`config.mk`:
```
export PLATFORM = sky130hd
export DESIGN_NAME = packet_deframer
export DESIGN_NICKNAME = d
export VERILOG_FILES = /design/src/rtl/packet_deframer.sv
export SDC_FILE = /design/constraint.sdc
export NUM_CORES = 1
export LEC_CHECK = 0
export ABC_AREA = 0
export CORE_UTILIZATION = 30
export DETAILED_ROUTE_END_ITERATION = 10
export GPL_TIMING_DRIVEN = 0
export HOLD_SLACK_MARGIN = 0.12
export PLACE_DENSITY_LB_ADDON = 0.1
export SLEW_MARGIN = 10
export SYNTH_ARGS = -nofsm -noshare
export SYNTH_HDL_FRONTEND = slang
export SYNTH_SLANG_ARGS = --single-unit
```
`constraint.sdc`:
```
create_clock -name symbclk -period 3.7 [get_ports symbclk]
set_clock_uncertainty 0.2 [all_clocks]
set_input_delay 0.555 -clock symbclk [delete_from_list [all_inputs] [get_ports symbclk]]
set_output_delay 0.555 -clock symbclk [all_outputs]
set_load 0.1 [all_outputs]
```
`src/rtl/packet_deframer.sv`:
```
// packet_deframer: parses LEN / payload / CHECKSUM frames arriving from serial_rcv and
// releases each payload downstream only after its checksum has been verified.
module packet_deframer #(
  parameter int DATA_WIDTH = 8,
  parameter int MAX_LEN    = 16,
  parameter int FIFO_DEPTH = 32
) (
  input  logic                  symbclk,
  input  logic                  reset,
  input  logic [DATA_WIDTH-1:0] byte_in,
  input  logic                  byte_strobe,
  output logic [DATA_WIDTH-1:0] out_data,
  output logic                  out_valid,
  input  logic                  out_ready,
  output logic                  out_last,
  output logic                  frame_ok,
  output logic                  frame_err,
  output logic [1:0]            err_code,
  output logic                  busy
);

  localparam int AW = $clog2(FIFO_DEPTH);
  localparam int PW = AW + 1;
  localparam logic [DATA_WIDTH-1:0] MAX_LEN_V = DATA_WIDTH'(MAX_LEN);
  localparam logic [DATA_WIDTH-1:0] ONE_V     = DATA_WIDTH'(1);
  localparam logic [PW-1:0]         DEPTH_V   = PW'(FIFO_DEPTH);

  typedef enum logic [1:0] {IDLE, PAYLOAD, CHECK, SKIP} state_t;

  state_t                state;
  logic [PW-1:0]         wr_ptr, commit_ptr, rd_ptr;
  logic [DATA_WIDTH-1:0] cnt, sum;
  logic [DATA_WIDTH:0]   mem [FIFO_DEPTH];

  logic [PW-1:0]         used, free;
  logic [DATA_WIDTH-1:0] free_w;
  logic                  len_bad, wr_en, rd_fire, head_last;
  logic [DATA_WIDTH-1:0] head_data;

  // Room is counted against everything not yet read, including uncommitted bytes
  assign used    = wr_ptr - rd_ptr;
  assign free    = DEPTH_V - used;
  assign free_w  = DATA_WIDTH'(free);
  assign len_bad = (byte_in == '0) || (byte_in > MAX_LEN_V);
  assign wr_en   = (state == PAYLOAD) && byte_strobe;
  assign rd_fire = out_valid && out_ready;

  assign out_valid              = (rd_ptr != commit_ptr);
  assign {head_last, head_data} = mem[rd_ptr[AW-1:0]];
  // Stale storage is masked so idle outputs read as zero
  assign out_data = out_valid ? head_data : '0;
  assign out_last = out_valid & head_last;
  assign busy     = (state != IDLE);

  always_ff @(posedge symbclk) begin
    if (wr_en)
      mem[wr_ptr[AW-1:0]] <= {(cnt == ONE_V), byte_in};
  end

  always_ff @(posedge symbclk or posedge reset) begin
    if (reset) begin
      state      <= IDLE;
      wr_ptr     <= '0;
      commit_ptr <= '0;
      rd_ptr     <= '0;
      cnt        <= '0;
      sum        <= '0;
      frame_ok   <= 1'b0;
      frame_err  <= 1'b0;
      err_code   <= 2'd0;
    end else begin
      frame_ok  <= 1'b0;
      frame_err <= 1'b0;
      if (rd_fire)
        rd_ptr <= rd_ptr + PW'(1);
      if (byte_strobe) begin
        case (state)
          IDLE: begin
            if (len_bad) begin
              frame_err <= 1'b1;
              err_code  <= 2'd1;
            end else if (byte_in > free_w) begin
              frame_err <= 1'b1;
              err_code  <= 2'd2;
              cnt       <= byte_in + ONE_V;
              state     <= SKIP;
            end else begin
              cnt   <= byte_in;
              sum   <= byte_in;
              state <= PAYLOAD;
            end
          end
          PAYLOAD: begin
            wr_ptr <= wr_ptr + PW'(1);
            sum    <= sum + byte_in;
            cnt    <= cnt - ONE_V;
            if (cnt == ONE_V)
              state <= CHECK;
          end
          CHECK: begin
            if (byte_in == sum) begin
              commit_ptr <= wr_ptr;
              frame_ok   <= 1'b1;
            end else begin
              wr_ptr    <= commit_ptr;
              frame_err <= 1'b1;
              err_code  <= 2'd3;
            end
            state <= IDLE;
          end
          SKIP: begin
            cnt <= cnt - ONE_V;
            if (cnt == ONE_V)
              state <= IDLE;
          end
          default: state <= IDLE;
        endcase
      end
    end
  end

endmodule

```
==> parameters.txt <==
Parameter                              Value

Global routing
  Largest net degree at the start of global routing    38
  Global Route Usage Sum    15.7%
  Initial antenna violation count    1
  Total congestion overflow after global routing    0
  Via count of the first global-routing pass    between 7,000 and 8,000
  Global-route wire length before repair    54,000 µm

Worst setup path
  Slowest Stage Delay on Critical Path    540 ps
  Crit Path Class    reg2out
  Worst Path Buf+Inv    6
  Sort of element at the start of the critical path    flip-flop
  Worst path cell trace    buf_12, buf_4, buf_6, buf_6, buf_12, mux4_2, mux4_2, mux2i_2, nor2_2, buf_12
  Critical Path Fanout Max    5
  Critical path's top delay family    multiplexers
  Cell repeated most along the worst path    buf_12
  Arrival @ worst endpoint    between 3000 and 4000 ps
  Type of element capturing the critical path    output pin
  Required time at the endpoint of the critical path    2940 ps
  Critical Path Slowest Stage Cell    mux4_2

Yosys
  Synthesized instance count    811
  Synthesized area per cell    17.6 µm²
  Ranking of synthesized cells by instance count    edfxtp_1, mux4_2, nor2_1
  Count of flip-flops with a built-in enable after synthesis    around 290
  Most area-hungry cell type in the Yosys netlist    edfxtp_1
  Post-synth ARST share    12.2%
  Area of the mapped netlist    0.0142 mm²
  Top cells by area, synth    edfxtp_1, mux4_2, dfrtp_1
  Primary FF master, synth    edfxtp_1
  Distinct cell type count of the synthesized netlist    62
  Syn nets    860
  Most frequently used cell type in the post-synthesis netlist    edfxtp_1
  Number of synthesis warnings    0
  Register area share after synthesis    67.8%
  Fraction of post-synthesis cell area in the top cell type by area    60.7%
  Number of synthesized register bits    328

Route
  Number of vias per cell after detailed routing    4.91
  Routed wire length per instance    23.6 µm
  Number of DRC violations after detailed-routing iteration 0    467
  Number of design rule violations left after detail routing    8
  Number of nets with antenna violations after detailed routing    0
  Total number of vias    around 7,600
  Number of optimization iterations in the first detailed-route pass    8
  WL final    roughly 37,000 µm

Place
  Number of buffers inserted by port buffering    26
  Routability congestion estimate from global placement    0.734
  Placement Cell Area    0.0155 mm²
  Final HPWL DP    24,400 µm

Floorplan
  Row count    79
  Effective utilization at floorplan    30.5%
  Area inside the core boundary    0.0467 mm²
  Die Span X    220 µm
  Area enclosed by the die boundary    0.0483 mm²
  Die Y    220 µm
  IO Pins    27

Timing
  Maximum frequency from static timing analysis    260 MHz
  Final clock period utilization by the worst path    104%
  Final worst-path setup slack    -153 ps
  Post-route minimum period    3850 ps
  Count of final hold-check violations    0
  Setup repair after global routing missed its margin    true
  Worst rel slew slack    34.9%
  Slew @ Worst Pin    973 ps
  Total Negative Setup Slacks    -1840 ps
  Max-slew violation count    0
  Worst hold slack across all endpoints    ~190 ps
  Final setup viols    42

Clock tree
  Worst-Skew Late Latency    approximately 550 ps
  Clock Tree Buf Depth    3
  TritonCTS clock tree    yes
  H-tree depth reported by CTS    2
  Number of sinks handled by clock tree synthesis    328
  Clock-pin slew on the worst setup and hold paths    60 ps
  CTS buffer count    38
  Library cell used as clock root buffer    clkbuf_16

Pwr
  Ratio of total power to cell area    846 mW/mm²
  Worst voltage drop across the vdd grid    a little over 0.6 mV
  Total power    14.7 mW
  Leakage power figure    5.83 nW

Finish
  Count of nets after finishing    approximately 960
  Share of post-route cells with drive strength above 1    about a third
  Filler instances    4,367
  Cell area after layout    0.0173 mm²
  Area growth syn-to-layout    21.8%
  Fraction of the core area covered by cells at the end of the flow    37.2%
  Final antenna diode count    0

Outcome
  Status    finished with violations
  Violations in the final reports    design-rule violations, negative setup slack

Worst hold path
  Class of the tightest hold or removal check    in2async

Job
  Number of max-capacitance violations reported    0
==> power by group <==
part	internal, mW	leakage (nW)	switching [mW]
logic	2.86	2.16	3.84
clock network	2.02	0.559	1.49
registers	4.23	3.11	0.225
total	9.12	5.83	5.55
==> through the flow <==
| step | setup WS (ps) | cells |
|---|---|---|
| floorplan | -61.0 | 811 |
| global placement | -1260 | 1444 |
| detailed placement | -947 | 1453 |
| CTS | -201 | 1539 |
| global route | -260 | 1546 |
| finish | -153 | 1546 |
==> sequential cells by signal (all words and copies together), names as in the netlist <==
signal,flops
frame_ok,1
state,2
wr_ptr,6
frame_err,1
rd_ptr,6
mem,288
sum,8
commit_ptr,6
cnt,8
err_code,2
==> placed cells by master, fill, tap and decap left out, types with 4 or more instances in the layout <==
master           count
nor2b_1              5
clkdlybuf4s50_1      8
nor2_1              19
clkbuf_16           40
buf_12              12
ha_1                33
mux2i_2              6
o22ai_1              9
dfrtp_1             36
xnor2_1             17
mux4_2              90
o21ai_0             14
and3_1               6
buf_2                8
clkinv_2             6
dfrtp_2              4
inv_1               25
clkbuf_2             4
o211ai_1             5
buf_16               5
nand3_1             22
clkbuf_1            19
mux2i_1             10
nand4_1              8
clkinv_1             8
xor2_1               5
nand2_1             24
a21oi_1             19
nand2_2              5
buf_4               23
buf_6               19
edfxtp_1           288
nor2_2              34
nor3_1               5
o21ai_1              5
o21ai_2              5
==> cell families (layout without fill, tap and decap cells) <==
logic type / after synthesis / in the layout / share of synthesized area (%)
adders and majority gates: 37 / 37 / 3.36
muxes: 109 / 109 / 15.6
xor gates and xnor gates: 25 / 25 / 1.54
buffers and inverters: 66 / 194 / 2.13
AOI/OAI and AO/OA: 93 / 93 / 4.43
DFF: 328 / 328 / 67.8
and+or+nand+nor: 153 / 153 / 5.18
==> per-layer routing <==
metal  share of wire, %  vias to the layer above  wire length, µm  track usage [%]
li1                   -                     3450                -                -
met1                 47                     3969            17200             22.1
met2                 48                      130            17500             25.4
met3                3.5                       39             1280             2.83
met4                1.5                        0              555             3.56
met5                  0                        -                0                0
==> path summary, 6_finish.rpt <==
check	slack, ps	to	depth (start not counted)	from
max	-150	out_data[5]	10	rd_ptr[0]
min	190	frame_ok	2	reset
max reg2reg	-130	sum[7]	17	rd_ptr[0]
min reg2reg	300	sum[5]	2	sum[5]
max in group asynchronous	2580	wr_ptr[2]	3	reset
min in group symbclk	220	mem[3][6]	1	byte_in[6]
==> cell type report <==
type	instances	area (µm²)	share of cell area, %
clock inverters	17	125	0.721
plain buffers	34	312	1.80
well taps	607	759	4.38
inverters	30	133	0.765
repair buffers	64	747	4.31
multi-input cells	417	4590	26.5
flip-flops and latches	328	9650	55.7
clock buffers	49	1020	5.90
==> timing repair <==
item                       in CTS  in global routing
cloned                          3                  1
pin swaps                      25                 16
gates resized for setup       152                 62
buffers inserted               18                  8
setup endpoints to repair     311                316
hold buffers                    0                  0
Power figures use the tool's default switching activity.
